`config.mk`:
```
export PLATFORM = sky130hd
export DESIGN_NAME = io_switch_capture
export DESIGN_NICKNAME = d
export VERILOG_FILES = /design/src/rtl/io_pkg.sv /design/src/rtl/sync_2ff.sv /design/src/rtl/io_switch_capture.sv
export SDC_FILE = /design/constraint.sdc
export NUM_CORES = 1
export LEC_CHECK = 0
export ABC_AREA = 1
export CAP_MARGIN = 20
export CORE_AREA = 10 10 96 98
export DETAILED_ROUTE_END_ITERATION = 10
export DIE_AREA = 0 0 106 108
export PLACE_DENSITY = 0.66
export RECOVER_POWER = 50
export SYNTH_ARGS = -nofsm -noshare
export SYNTH_HDL_FRONTEND = slang
export SYNTH_SLANG_ARGS = --single-unit
```
`constraint.sdc`:
```
create_clock -name clk -period 2.5 [get_ports clk]
set_input_delay 0.75 -clock clk [delete_from_list [all_inputs] [get_ports clk]]
set_output_delay 0.75 -clock clk [all_outputs]
set_load 0.01 [all_outputs]
```
`src/rtl/io_pkg.sv`:
```
// rtl/io_pkg.sv - shared widths and debounce state encoding for the switch capture path
package io_pkg;

    localparam int IO_DATA_W = 32;

    typedef enum logic [1:0] {
        UP        = 2'd0,
        WAIT_DOWN = 2'd1,
        DOWN      = 2'd2,
        WAIT_UP   = 2'd3
    } deb_state_t;

endpackage

```
`src/rtl/sync_2ff.sv`:
```
// rtl/sync_2ff.sv - two-flop synchronizer with per-instance reset value
module sync_2ff #(
    parameter int                 WIDTH     = 1,
    parameter logic [WIDTH-1:0]   RESET_VAL = '0
) (
    input  logic             clk,
    input  logic             rst_n,
    input  logic [WIDTH-1:0] d,
    output logic [WIDTH-1:0] q
);

    logic [WIDTH-1:0] meta;

    always_ff @(posedge clk or negedge rst_n) begin
        if (!rst_n) begin
            meta <= RESET_VAL;
            q    <= RESET_VAL;
        end else begin
            meta <= d;
            q    <= meta;
        end
    end

endmodule

```
`src/rtl/io_switch_capture.sv`:
```
// rtl/io_switch_capture.sv - debounced key press latches synchronized switches for io0_in
module io_switch_capture
    import io_pkg::*;
#(
    parameter int SW_WIDTH        = 18,
    parameter int DEBOUNCE_CYCLES = 50000
) (
    input  logic                 clk,
    input  logic                 rst_n,
    input  logic [SW_WIDTH-1:0]  sw,
    input  logic                 key_n,
    input  logic                 rd_ack,
    output logic [IO_DATA_W-1:0] io0_in,
    output logic                 io0_valid,
    output logic                 overrun,
    output logic                 key_level
);

    localparam int               CNT_W    = $clog2(DEBOUNCE_CYCLES);
    localparam logic [CNT_W-1:0] CNT_LAST = CNT_W'(DEBOUNCE_CYCLES - 1);

    logic [SW_WIDTH-1:0] sw_s;
    logic                key_s;

    sync_2ff #(.WIDTH(SW_WIDTH), .RESET_VAL('0)) u_sync_sw (
        .clk   (clk),
        .rst_n (rst_n),
        .d     (sw),
        .q     (sw_s)
    );

    // Key idles released (high) so reset never looks like a press.
    sync_2ff #(.WIDTH(1), .RESET_VAL(1'b1)) u_sync_key (
        .clk   (clk),
        .rst_n (rst_n),
        .d     (key_n),
        .q     (key_s)
    );

    deb_state_t       state, state_nxt;
    logic [CNT_W-1:0] cnt, cnt_nxt;
    logic             press_q, press_nxt;

    always_ff @(posedge clk or negedge rst_n) begin
        if (!rst_n) begin
            state   <= UP;
            cnt     <= '0;
            press_q <= 1'b0;
        end else begin
            state   <= state_nxt;
            cnt     <= cnt_nxt;
            press_q <= press_nxt;
        end
    end

    always_comb begin
        state_nxt = state;
        cnt_nxt   = cnt;
        press_nxt = 1'b0;
        case (state)
            UP: begin
                if (!key_s) begin
                    state_nxt = WAIT_DOWN;
                    cnt_nxt   = '0;
                end
            end
            WAIT_DOWN: begin
                if (key_s) begin
                    state_nxt = UP;
                end else if (cnt == CNT_LAST) begin
                    state_nxt = DOWN;
                    press_nxt = 1'b1;
                end else begin
                    cnt_nxt = cnt + CNT_W'(1);
                end
            end
            DOWN: begin
                if (key_s) begin
                    state_nxt = WAIT_UP;
                    cnt_nxt   = '0;
                end
            end
            WAIT_UP: begin
                if (!key_s) begin
                    state_nxt = DOWN;
                end else if (cnt == CNT_LAST) begin
                    state_nxt = UP;
                end else begin
                    cnt_nxt = cnt + CNT_W'(1);
                end
            end
            default: state_nxt = UP;
        endcase
    end

    assign key_level = (state == DOWN) || (state == WAIT_UP);

    // A capture coinciding with rd_ack means the old value was consumed, so overrun clears.
    always_ff @(posedge clk or negedge rst_n) begin
        if (!rst_n) begin
            io0_in    <= '0;
            io0_valid <= 1'b0;
            overrun   <= 1'b0;
        end else if (press_q) begin
            io0_in    <= IO_DATA_W'(sw_s);
            io0_valid <= 1'b1;
            if (io0_valid && !rd_ack) begin
                overrun <= 1'b1;
            end else if (io0_valid && rd_ack) begin
                overrun <= 1'b0;
            end
        end else if (rd_ack && io0_valid) begin
            io0_valid <= 1'b0;
            overrun   <= 1'b0;
        end
    end

endmodule

```
==> results of run 1 <==
-- stage by stage --
| stage | hold slack (ns) | total power (uW) | std cells | worst slack (ns) | util, % |
|---|---|---|---|---|---|
| after floorplan | 0.331 | 1380 | 330 | 0.980 | - |
| final | 0.339 | 2350 | 471 | 0.422 | 49.8 |
| after global placement | 0.332 | 1430 | 455 | 0.604 | 47.3 |
| after detailed placement | 0.335 | 1430 | 455 | 0.522 | 47.3 |
| after CTS | 0.344 | 2400 | 471 | 0.397 | 50.0 |
| after global routing | 0.359 | 2450 | 471 | 0.191 | 49.8 |
-- worst paths after layout --
check / slack (ns) / cells after the start / start / to
worst max-delay path: 0.42 / 1 / flip-flop / key_level
worst min-delay path: 0.34 / 0 / u_sync_sw.meta[2] / u_sync_sw.q[2]
worst max register to register: 0.51 / 7 / cnt[0] / cnt[9]
worst min register to register: 0.34 / 0 / u_sync_sw.meta[2] / u_sync_sw.q[2]
max in group asynchronous: 0.51 / 2 / rst_n / u_sync_sw.meta[2]
min in group asynchronous: 0.53 / 1 / rst_n / io0_in[5]
-- metal layers --
layer | track usage [%] | wire, um | part of all wire (%)
met1 | 12.4 | 2570 | 44
met2 | 16.7 | 2780 | 48
met3 | 4.46 | 380 | 6.6
met4 | 3.68 | 61 | 1.1
met5 | 0 | 0 | 0
-- sequential cells by signal, summed over array words and instances, names as in the netlist, named ones only --
signal and flops:
u_sync_key.q 1, u_sync_sw.meta 18, u_sync_key.meta 1, io0_in 18, cnt 16, state 1, u_sync_sw.q 18, io0_valid 1
press_q 1
-- cell type report --
class	count	area, um^2	area share, %
clock buffers	9	124	3.34
multi-input cells	208	920	24.8
flip-flops and latches	77	1930	52.0
repair buffers	46	443	11.9
inverters	22	82.6	2.23
clock inverters	7	81.3	2.19
well taps	102	128	3.44
-- layout by cell type, fill, tap and decap left out, types with 2 or more instances in the layout --
cell / count
clkbuf_8: 9
inv_1: 21
clkbuf_2: 2
dfstp_2: 2
o21ai_0: 13
inv_6: 2
buf_4: 3
xor2_1: 4
dlygate4sd3_1: 19
conb_1: 14
dfrtp_1: 75
nand4_1: 6
o21bai_1: 2
nand2_1: 110
clkdlybuf4s50_1: 22
clkinvlp_4: 3
nor2_1: 24
nor3_1: 4
nand3_1: 18
o21ai_1: 3
-- power groups by stage --
stage | combinational, uW | sequential [uW] | clock, uW
after floorplan | 54.2 | 1320 | 0
after global placement | 108 | 1320 | 0
after detailed placement | 109 | 1320 | 0
after CTS | 110 | 1300 | 990
after global routing | 113 | 1300 | 1040
final | 97.3 | 1300 | 955
-- cell families after synthesis --
family,Yosys count
AND/OR/NAND/NOR,166
flip-flops,77
buffers and inverters,45
AO/OA/AOI/OAI,22
XOR/XNOR,5
adder cells (fa/ha/maj),1
other,1
==> qor.txt, run 1 <==
Synth Warn #: 0
P_sw: 557 uW
CTS buffer count: 9
PD cells: 634 nW/um^2
count of cell types in the netlist: 28
Gate power share: 4.1%
largest family of logic cells by synthesized area: simple AND/OR/NAND/NOR gates
postcts setup bufs: 0
number of hold buffers added after CTS: 0
GRT Util Overall: 10.4%
clock latency on the worst-skew pair: 0.34 ns
VDD IR-drop max: 317 uV
Final TNS setup: 0 ns
Fmax achieved: 0.481 GHz
initial antenna violation count: 0
Post-Synth XOR/XNOR Area: 1.44%
initial DRC count: 130
CORE AREA: 7450 um^2
number of global-route vias before repair: 2041
die width: 106 um
crit path DAT: 1.33 ns
Yosys top cell by area: dfrtp_1
Slew Limit Fails: 0
largest net degree at the start of global routing: 41
critical path endpoint category: output pin
ANT cells: 0
sequential fraction of the synthesis area: 63.6%
post-synthesis register bit count: 77
Leak: 0.00171 uW
CTS clk-pin slew, worst paths: 0.09 ns
Synth Area in Simple Gates: 22.5%
crit-path max cell delay: 0.58 ns
Buf+Inv Stages, Crit Path: 1
area fraction in compound gates after synthesis: 4.16%
Port-buffer cells: 42
vias: 2125
final setup vio count: 0
Req. time, crit path: 1.75 ns
Placer Congestion: 0.838
Starting Density: 40.8%
htree depth: 3
chip height: 108 um
# IOs: 57
ys flop type: dfrtp_1
Post-synth top cells: nand2_1, dfrtp_1, nor2_1
post-route cell area: 3710 um^2
GRT overflow: 0
# rows: 32
Synth Instances: 317
worst-case clock buffer depth: 2
Mean Syn Cell Area: 9.58 um^2
Detailed Routing Iterations Pass 1: 4
Tightest Pin Transition: 0.933 ns
Max Clock Skew: 0.0118 ns
RSZ-0062 raised after global routing: no
post-synthesis mux area share: 0%
Max-slew headroom: 37.8%
register share of total power: 55.3%
Syn Std Cell Area: 3040 um^2
DRT Wirelength: 5.79 mm
final count of hold timing violations: 0
area grow syn2layout: 22.1%
final net count: 387
die area: 11400 um^2
Fill cells: 697
number of clock sinks: 77
most frequent cell after synthesis: nand2_1
post-place instance area: 3520 um^2
Startpoint Class: flip-flop
Area contributors post-synth: dfrtp_1, nand2_1, buf_4
WS Path Type: reg2out
CP max FO: 4
placed wire-length estimate: 4.19 mm
Int Pwr: 1790 uW
post-DR wirelength/cell: 12.3 um
run status: complete, no violations
Final Critical Period: 2.08 ns
Yosys top cell area share: 61.8%
Via-to-Cell Ratio: 4.51
CTS tree: done
worst min path class: reg2reg
share of cells above drive strength 1: 7.32%
post-route ant nets: 0
Clk pwr share: 40.6%
switching share of power: 23.7%
number of remaining DRC errors: 0
Async S/R FF share, synth: 100%
global-route wire length before repair: 9.74 mm
slowest CP cell: clkdlybuf4s50_1
family with the most delay on the worst path: buffers and inverters
number of flops mapped to enable cells by yosys: 0
CP cell instances: clkdlybuf4s50_1
fin crit share: 83.1%
clk root buf: clkbuf_8
Post-Synth Adder-Cell Area: 0.412%
Resize count post-CTS: 0
Max-Cap Viols: 0
(Power assumes the default switching activity.)
==> inputs of run 2 (changes only) <==
==> constraint.sdc (replaced) <==
create_clock -name clk -period 2 [get_ports clk]
set_input_delay 0.6 -clock clk [delete_from_list [all_inputs] [get_ports clk]]
set_output_delay 0.6 -clock clk [all_outputs]
set_load 0.01 [all_outputs]
==> qor.txt, run 2 (synthesis gave the netlist of run 1 again) <==
share of cells above drive strength 1: 7.55% (was 7.32%)
number of clock sinks: 77 (unchanged)
reg2reg start: cnt[0] (unchanged)
met3 Use GR: 4.22% (was 4.46%)
PD cells: 811 nW/um^2 (was 634 nW/um^2)
Max-slew headroom: 45.4% (was 37.8%)
ANT cells: 0 (unchanged)
met1 Use GR: 12.7% (was 12.4%)
crit-path max cell delay: 0.57 ns (was 0.58 ns)
CP cell instances: clkdlybuf4s50_1 (unchanged)
Seq. cell area: 1930 um^2 (unchanged)
Util after Layout: 50.2% (was 49.8%)
WS Path Type: reg2out (unchanged)
Leak: 0.00174 uW (was 0.00171 uW)
worst-case clock buffer depth: 2 (unchanged)
clock latency on the worst-skew pair: 0.34 ns (about the same)
Resize count post-CTS: 0 (unchanged)
area grow syn2layout: 23.2% (was 22.1%)
critical path endpoint category: output pin (unchanged)
commonest non-fill, non-tap cell in the layout: nand2_1 (unchanged)
multi-input logic area: 920 um^2 (unchanged)
Gate power share: 4.1% (about the same)
number of hold buffers added after CTS: 0 (unchanged)
initial antenna violation count: 0 (unchanged)
# rows: 32 (unchanged)
Fill cells: 712 (was 697)
register share of total power: 53.6% (was 55.3%)
Max-Cap Viols: 0 (unchanged)
Startpoint Class: flip-flop (unchanged)
Placer Congestion: 0.896 (was 0.838)
family with the most delay on the worst path: buffers and inverters (unchanged)
FF-to-FF End: cnt[9] (unchanged)
Max Clock Skew: 0.00686 ns (was 0.0118 ns)
fin crit share: 96.3%
DRT Wirelength: 5.73 mm (was 5.79 mm)
die area: 11400 um^2 (unchanged)
initial DRC count: 98 (was 130)
Regs by FF count: io0_in (18), u_sync_sw.meta (18), u_sync_sw.q (18) (unchanged)
GRT Util Overall: 10.7% (was 10.4%)
largest net degree at the start of global routing: 36 (was 41)
post-DR wirelength/cell: 12.1 um (was 12.3 um)
met2 usage: 16.6% (was 16.7%)
CP max FO: 4 (unchanged)
postcts setup bufs: 0 (unchanged)
WP depth: 1 (unchanged)
Fmax achieved: 0.519 GHz
number of remaining DRC errors: 0 (unchanged)
chip height: 108 um (unchanged)
Buf+Inv Stages, Crit Path: 1 (unchanged)
post-route ant nets: 0 (unchanged)
Detailed Routing Iterations Pass 1: 5 (was 4)
Int Pwr: 2370 uW (was 1790 uW)
final net count: 389 (was 387)
VDD IR-drop max: 295 uV (was 317 uV)
CTS clk-pin slew, worst paths: 0.08 ns (was 0.09 ns)
CORE AREA: 7450 um^2 (unchanged)
Req. time, crit path: 1.40 ns (was 1.75 ns)
P_sw: 666 uW (was 557 uW)
most frequent cells in the layout: nand2_1, dfrtp_1, nor2_1 (unchanged)
vias: 2104 (was 2125)
final setup vio count: 0 (unchanged)
worst min path class: in2async (was reg2reg)
switching share of power: 22.0% (was 23.7%)
clk root buf: clkbuf_8 (unchanged)
RSZ-0062 raised after global routing: no (unchanged)
Starting Density: 40.8% (unchanged)
Tightest Pin Transition: 0.818 ns (was 0.933 ns)
global-route wire length before repair: 9.98 mm (was 9.74 mm)
number of global-route vias before repair: 2075 (was 2041)
GRT overflow: 0 (unchanged)
htree depth: 3 (unchanged)
GR peak layer: met2 (unchanged)
Via-to-Cell Ratio: 4.45 (was 4.51)
Port-buffer cells: 42 (unchanged)
CTS buffer count: 9 (unchanged)
Final TNS setup: 0 ns (unchanged)
CTS tree: done (unchanged)
reg-to-reg slack, setup: 0.32 ns (was 0.51 ns)
die width: 106 um (unchanged)
Clk pwr share: 42.3% (was 40.6%)
reg2reg path depth: 7 (unchanged)
run status: complete, no violations (unchanged)
slowest CP cell: clkdlybuf4s50_1 (unchanged)
Slew Limit Fails: 0 (unchanged)
placed wire-length estimate: 4.19 mm (about the same)
end of the critical path: key_level (unchanged)
# IOs: 57 (unchanged)
crit path DAT: 1.33 ns (about the same)
Final Critical Period: 1.93 ns
final count of hold timing violations: 0 (unchanged)
## run 2: layer usage
metal / wire (um) / share of wire [%] / vias up
met5: 0 / 0 / -
met4: 95 / 1.7 / 0
met3: 383 / 6.7 / 11
met2: 2730 / 48 / 45
met1: 2520 / 44 / 990
li1: - / - / 1058
## run 2: layout make-up
cell class | instances | area share [%]
clock buffers | 10 | 3.41
repair buffers | 48 | 12.2
clock inverters | 6 | 2.51
multi-input cells | 208 | 24.6
inverters | 22 | 2.21
well taps | 102 | 3.41
flip-flops and latches | 77 | 51.6
## run 2: worst min-delay path by stage
stage	endpoint	slack [ns]	cells after the start
2_1_floorplan	async pin	0.30	0
3_3_place_gp	u_sync_sw.q[12]	0.33	0
3_5_place_dp	u_sync_sw.q[10]	0.33	0
4_1_cts	io0_in[5]	0.19	1
5_1_grt	u_sync_sw.q[0]	0.35	0
6_report	io0_in[5]	0.33	1
## run 2: through the flow
step,total power (uW),hold WS (ns),instances,setup slack [ns],cell area [um^2]
after floorplan,1720,0.304,330,0.480,3080
after global placement,1790,0.332,457,0.406,3530
after detailed placement,1800,0.335,457,0.324,3530
after CTS,3100,0.189,473,0.0374,3760
after global routing,3180,0.353,473,0.0185,3740
final,3030,0.334,473,0.0737,3740
## run 2: power by group through the flow
stage	Sequential [uW]	Clock [uW]	Combinational, uW
global route	1630	1410	142
CTS	1630	1330	139
floorplan	1650	0	67.7
finish	1630	1280	123
global placement	1660	0	136
detailed placement	1660	0	138
